File: src/rtl/arb_pkg.sv
// ---------------------------------------------------------------------------
// arb_pkg
// Shared definitions for the RAM arbiter family.
//   arb_state_t  : ownership state (IDLE, OWN0, OWN1)
//   REQ_CPU      : index of the CPU load/store/fetch requester
//   REQ_LOADER   : index of the UART boot/DMA loader requester
//   MASK_W       : byte-mask width for the default 32-bit data path
//   mask_width() : byte-mask width for an arbitrary data width
//   own_state()  : owner index -> ownership state
// ---------------------------------------------------------------------------
package arb_pkg;

  typedef enum logic [1:0] {
    IDLE = 2'd0,
    OWN0 = 2'd1,
    OWN1 = 2'd2
  } arb_state_t;

  localparam int REQ_CPU        = 0;
  localparam int REQ_LOADER     = 1;
  localparam int DEFAULT_DATA_W = 32;
  localparam int MASK_W         = DEFAULT_DATA_W / 8;

  function automatic int mask_width(input int data_w);
    return data_w / 8;
  endfunction

  function automatic arb_state_t own_state(input logic n);
    return n ? OWN1 : OWN0;
  endfunction

endpackage

File: src/rtl/rr_pick.sv
// ---------------------------------------------------------------------------
// rr_pick
// Two-way round-robin winner selection.
//   req    in  2  pending requests
//   last   in  1  index of the requester served most recently
//   winner out 1  index of the requester to serve next (don't-care if req==0)
// ---------------------------------------------------------------------------
module rr_pick
  import arb_pkg::*;
(
  input  logic [1:0] req,
  input  logic       last,
  output logic       winner
);

  // On a tie the requester that was not served last wins; otherwise the
  // only pending requester wins.
  always_comb begin
    winner = 1'b0;
    if (req == 2'b11) begin
      winner = ~last;
    end else begin
      winner = req[REQ_LOADER];
    end
  end

endmodule

File: src/rtl/mem_arbiter.sv
// ---------------------------------------------------------------------------
// mem_arbiter
// Two-requester arbiter for the shared single-port instruction/data RAM.
// Requester 0 is the CPU, requester 1 is the UART boot/DMA loader.
// Round-robin ownership with at most BURST_MAX consecutive beats while the
// other requester waits; read data returns one cycle after the beat.
//   CLK, RESET            clock, asynchronous active-high reset
//   req_i, we_i           per-requester request / write enable
//   addr*_i, wdata*_i,
//   wmask*_i              per-requester beat payload
//   gnt_o                 one-hot registered grant
//   rvalid_o, rdata_o     read return (rdata_o qualified by rvalid_o)
//   mem_*_o, mem_rdata_i  RAM interface
// ---------------------------------------------------------------------------
module mem_arbiter
  import arb_pkg::*;
#(
  parameter int ADDR_W    = 32,
  parameter int DATA_W    = 32,
  parameter int BURST_MAX = 4
) (
  input  logic                CLK,
  input  logic                RESET,
  input  logic [1:0]          req_i,
  input  logic [1:0]          we_i,
  input  logic [ADDR_W-1:0]   addr0_i,
  input  logic [ADDR_W-1:0]   addr1_i,
  input  logic [DATA_W-1:0]   wdata0_i,
  input  logic [DATA_W-1:0]   wdata1_i,
  input  logic [DATA_W/8-1:0] wmask0_i,
  input  logic [DATA_W/8-1:0] wmask1_i,
  output logic [1:0]          gnt_o,
  output logic [1:0]          rvalid_o,
  output logic [DATA_W-1:0]   rdata_o,
  output logic [ADDR_W-1:0]   mem_addr_o,
  output logic [DATA_W-1:0]   mem_wdata_o,
  output logic [DATA_W/8-1:0] mem_wmask_o,
  output logic                mem_ren_o,
  output logic                mem_wen_o,
  input  logic [DATA_W-1:0]   mem_rdata_i
);

  localparam int         MW        = mask_width(DATA_W);
  localparam logic [7:0] LAST_BEAT = 8'(BURST_MAX - 1);

  arb_state_t state;
  logic       last;
  logic [7:0] count;
  logic       cur;
  logic       other;
  logic       accept;
  logic       pick;

  // cur is the owning requester; only meaningful outside IDLE.
  assign cur    = (state == OWN1) ? 1'(REQ_LOADER) : 1'(REQ_CPU);
  assign other  = ~cur;
  assign accept = (state != IDLE) && req_i[cur];

  rr_pick u_pick (
    .req    (req_i),
    .last   (last),
    .winner (pick)
  );

  // RAM payload follows the owner combinationally; the strobes are the only
  // outputs that must be quiet when no beat is accepted.
  always_comb begin
    mem_addr_o  = cur ? addr1_i  : addr0_i;
    mem_wdata_o = cur ? wdata1_i : wdata0_i;
    mem_wmask_o = cur ? wmask1_i[MW-1:0] : wmask0_i[MW-1:0];
    mem_ren_o   = accept & ~we_i[cur];
    mem_wen_o   = accept &  we_i[cur];
  end

  // The RAM itself supplies the one-cycle read latency.
  assign rdata_o = mem_rdata_i;

  // Ownership FSM. The count holds the number of beats already taken in this
  // tenure; once it reaches BURST_MAX-1 it saturates and the next accepted
  // beat hands over if the other side is waiting. rvalid is launched from the
  // accepted read independent of any ownership change in the same cycle.
  always_ff @(posedge CLK or posedge RESET) begin
    if (RESET) begin
      state    <= IDLE;
      gnt_o    <= 2'b00;
      last     <= 1'b1;
      count    <= 8'd0;
      rvalid_o <= 2'b00;
    end else begin
      rvalid_o <= 2'b00;
      if (accept && !we_i[cur]) begin
        rvalid_o[cur] <= 1'b1;
      end

      case (state)
        IDLE: begin
          count <= 8'd0;
          if (|req_i) begin
            state <= own_state(pick);
            gnt_o <= {pick, ~pick};
          end
        end

        OWN0, OWN1: begin
          if (!req_i[cur]) begin
            last  <= cur;
            count <= 8'd0;
            if (req_i[other]) begin
              state <= own_state(other);
              gnt_o <= {other, ~other};
            end else begin
              state <= IDLE;
              gnt_o <= 2'b00;
            end
          end else if (count == LAST_BEAT) begin
            if (req_i[other]) begin
              last  <= cur;
              count <= 8'd0;
              state <= own_state(other);
              gnt_o <= {other, ~other};
            end
          end else begin
            count <= count + 8'd1;
          end
        end

        default: begin
          state <= IDLE;
          gnt_o <= 2'b00;
          count <= 8'd0;
        end
      endcase
    end
  end

endmodule

File: config.mk
export PLATFORM = sky130hd
export DESIGN_NAME = mem_arbiter
export DESIGN_NICKNAME = d
export VERILOG_FILES = /design/src/rtl/arb_pkg.sv /design/src/rtl/rr_pick.sv /design/src/rtl/mem_arbiter.sv
export SDC_FILE = /design/constraint.sdc
export NUM_CORES = 1
export LEC_CHECK = 0
export BUFFER_PORTS_ARGS = -buffer_cell sky130_fd_sc_hd__buf_2
export CAP_MARGIN = 40
export CORE_AREA = 2 2 109 111
export CTS_CLUSTER_SIZE = 24
export DETAILED_ROUTE_END_ITERATION = 10
export DIE_AREA = 0 0 111 113
export GPL_TIMING_DRIVEN = 0
export PLACE_DENSITY = 0.55
export SYNTH_ARGS = -nofsm -noshare
export SYNTH_HDL_FRONTEND = slang
export SYNTH_SLANG_ARGS = --single-unit
File: constraint.sdc
create_clock -name CLK -period 2.9 [get_ports CLK]
set_clock_uncertainty 0.2 [all_clocks]
set_input_delay 0.29 -clock CLK [delete_from_list [all_inputs] [get_ports CLK]]
set_output_delay 0.29 -clock CLK [all_outputs]
set_load 0.01 [all_outputs]
==> results.txt <==
The most frequent cell after synthesis is sky130_fd_sc_hd__mux2_2. The final cell count without fillers came out at 583. Of the available clock period, the critical path in the final layout requires 93.6%. The total setup violations reported at the end of the flow is 0. The overall global routing resource usage is 11.0%. The number of standard cells after synthesis is 188. The ratio of cells with drive above 1 in the final layout is 81.8%. The die boundary height is 113 µm. The met3 usage is 1.07%. The clock root buffer is sky130_fd_sc_hd__clkbuf_16.

The fraction of power spent switching nets came out at 42.0%. The peak-usage layer in the global routing report is met2. After clock tree synthesis, the setup repair step added 0 buffers. The total iterations of the first detailed-routing run is 4. The worst-case setup margin in the final layout is 0.187 ns. Traced cell by cell, the critical path runs through inv_1 > ha_1 > clkbuf_2 > buf_1 > mux2_2 > buf_2. The total of max-cap violations is 0. In this run the standard cell core region covers 11300 µm². The mapped netlist covers 1840 µm². The run finished with clean final reports. The number of synthesized register bits is 13.

The maximum operating frequency came out at 369 MHz. In the final routed layout, each cell accounts on average for 13.4 µm. The power per cell area is 627 nW/µm².

The proportion of power drawn by flip-flops and latches is 11.8%. For this run, the register share of the synthesized area comes to 17.8%. The global routing usage on met1 is 12.5%. The via density per instance is 3.98. Measured along the x axis, the die boundary spans 111 µm. The worst hold path class is input pin to register. The parity-gate share of the synthesized area counting xor and xnor cells came out at 2.86%. Cell internal power was estimated by the tool at 0.00122 W. The number of DRC violations after detailed routing came out at 0.

The clock period minus final worst setup slack came out at 2.71 ns. By count the netlist is led by sky130_fd_sc_hd__mux2_2, sky130_fd_sc_hd__buf_4, sky130_fd_sc_hd__dfrtp_1, sky130_fd_sc_hd__clkbuf_1, sky130_fd_sc_hd__nor2_1. The biggest cell delay along the critical path is 0.42 ns.

The worst setup path is launched from a register. Timing analysis after detailed placement gives a worst setup slack of -0.00649 ns. Relative to the synthesized area, the layout overhead comes to 82.2%.

The layout has 1189 filler cells. The post-route antenna net violation count is 0. The post-placement cell count came out at 578. The area fraction of the dominant cell type after synthesis is 42.2%. Wires add up to 7810 µm. At the end of routability-driven placement, the weighted congestion stood at 0.801. The later pin in the worst-skew pair is clocked with a latency of 0.24 ns. Of the total synthesized cell area, the portion taken by full adders, half adders and majority gates is 3.40%. The number of buffers on the longest clock path is 2.

The first-pass GRT wire length is 11300 µm. The via count of the first global-routing pass is 2333. The number of hold violations in the final report came out at 0. The worst max-slew margin expressed relative to the limit came out at 65.5%. The number of distinct library cells after synthesis is 36. The final core area utilization came out at 29.7%. The clock transition at the registers of the reported paths came out at 0.05 ns.

The maximum fanout along the worst path came out at 10. Data on the critical path arrives at its endpoint at 2.22 ns. The detailed router's first-iteration violation count came out at 62. Data on the critical path is required at its endpoint by 2.41 ns. The initial cell density of the core came out at 16.3%. The cell row count is 39.

For the pin with the worst max-slew slack, the measured transition is 0.517 ns. The synthesized netlist devotes 4.97% of its cell area to compound gates. Entering global routing, the biggest net connects 14 pins. In this run the power spent charging and discharging nets is 0.000883 W.

The critical path in this run is classified as register to output port. After synthesis, the cell types taking the most area are sky130_fd_sc_hd__mux2_2, sky130_fd_sc_hd__dfrtp_1, sky130_fd_sc_hd__buf_4. The total clock buffers created by CTS came out at 3. The maximum level of the CTS H-tree is 1. The initial antenna violation count is 0. The cell leakage power is 1.85 nW. Summed over all instances, the cell type with the most area after synthesis is sky130_fd_sc_hd__mux2_2. The overall die area came out at 12500 µm². When the netlist entered floorplanning its net count stood at 367. The multiplexer area fraction after synthesis is 45.2%. The final number of max-transition violations is 0. The yosys synthesis warning count is 0.

The number of synthesized flops with an enable pin is 0. The most used flip-flop cell after synthesis is sky130_fd_sc_hd__dfrtp_1. The peak supply drop is 0.000305 V. Global routing finished with a remaining overflow of 0. The simple-gate share of the synthesized area is 10.1%. The clock network power share came out at 12.4%. The total number of nets in the final design came out at 620.

The nature of the critical path endpoint is an output port. The total half-perimeter wirelength after legalization and detailed placement came out at 6950 µm. The met2 track utilization from global routing came out at 22.2%.

The number of antenna cells inserted is 0. The mean instance size in the synthesized netlist came out at 9.78 µm². Setup repair after global routing left no endpoint under its margin.

TritonCTS built the clock tree. Input and output buffers added on the ports amount to 247. The final total power is 0.00210 W. The top-level I/O count came out at 280. The slowest cell on the critical path is sky130_fd_sc_hd__buf_1. Counting every sink on the clock net gives 13. Grouping stages by cell kind, the critical path spends the most delay in buffers and inverters. By area, the combinational part of the netlist is dominated by multiplexers. Across all layers, the routed design uses 2319 vias. The number of buffer and inverter instances along the worst setup path is 4. The async set-or-reset flop fraction in the synthesized netlist came out at 100%.

Per report_power, the combinational group accounts for 75.8% of the total.
through the flow:
step	setup TNS, ns	instance area (µm²)	hold WS, ns
after global placement	0	3250	0.132
after CTS	0	3350	0.0347
after detailed placement	-0.00782	3250	0.144
after global routing	0	3350	0.0369
after floorplan	0	1840	-0.0338
final	0	3350	0.0408
power groups by stage:
stage | Sequential (W) | Clock (W) | Combinational [W]
after floorplan | 0.000253 | 0 | 0.00102
after global placement | 0.000249 | 0 | 0.00159
after detailed placement | 0.000251 | 0 | 0.00160
after CTS | 0.000249 | 0.000266 | 0.00161
after global routing | 0.000253 | 0.000275 | 0.00174
final | 0.000248 | 0.000261 | 0.00159
flip-flops by register name, indices dropped and copies added, names as in the netlist:
register	count
count	8
gnt_o	2
rvalid_o	2
last	1
layout by cell type (no fill, tap or decap), types with 2 or more instances in the layout:
cell and count:
sky130_fd_sc_hd__mux2i_1 2, sky130_fd_sc_hd__xor2_1 5, sky130_fd_sc_hd__buf_4 32, sky130_fd_sc_hd__mux2_2 69, sky130_fd_sc_hd__dfrtp_1 12, sky130_fd_sc_hd__inv_1 4, sky130_fd_sc_hd__buf_2 247, sky130_fd_sc_hd__or4b_1 2
sky130_fd_sc_hd__ha_1 5, sky130_fd_sc_hd__nand3_1 5, sky130_fd_sc_hd__a21oi_1 2, sky130_fd_sc_hd__clkbuf_16 3, sky130_fd_sc_hd__nor3_1 2, sky130_fd_sc_hd__and3_1 3, sky130_fd_sc_hd__clkbuf_1 2, sky130_fd_sc_hd__nor2b_1 3
sky130_fd_sc_hd__nor2_1 9, sky130_fd_sc_hd__clkbuf_2 7, sky130_fd_sc_hd__mux2_1 3, sky130_fd_sc_hd__nand2_1 2
logic make-up after synthesis:
kind of cell,Yosys count
flops,13
buf+inv,45
mux,74
compound gates,12
xor+xnor,6
fa+ha+maj,5
simple gates,33
path summary, 6_finish.rpt:
path / slack [ns] / startpoint / to / cells after the start
max in group asynchronous: 1.71 / RESET / last / 3
hold / removal: 0.04 / we_i[0] / rvalid_o[0] / 2
setup reg to reg: 0.38 / gnt_o[0] / gnt_o[0] / 6
hold reg to reg: 0.38 / gnt_o[0] / gnt_o[0] / 1
min in group asynchronous: 0.42 / RESET / count[5] / 3
setup / recovery: 0.19 / gnt_o[0] / mem_addr_o[20] / 6
layout make-up:
type / instances / area (µm²) / share of cell area, %
repair buffers: 248 / 1250 / 37.2
multi-input cells: 130 / 1220 / 36.5
flip-flops and latches: 13 / 327 / 9.74
plain buffers: 41 / 283 / 8.44
well taps: 143 / 179 / 5.34
clock buffers: 4 / 78.8 / 2.35
inverters: 4 / 15.0 / 0.448
routing by layer:
metal | part of all wire [%] | vias to the layer above
met4 | 0.83 | 0
met1 | 39 | 1072
met2 | 56 | 97
met3 | 4.7 | 7
met5 | 0 | -
li1 | - | 1143
timing repair:
action | in CTS | in global routing
endpoints found under the hold margin | 12 | 0
resized for setup | 2 | 11
hold buffers | 1 | 0
pin swaps | 0 | 0
setup endpoints to repair | 68 | 44
Note: power is estimated with default switching activity, not from simulation.
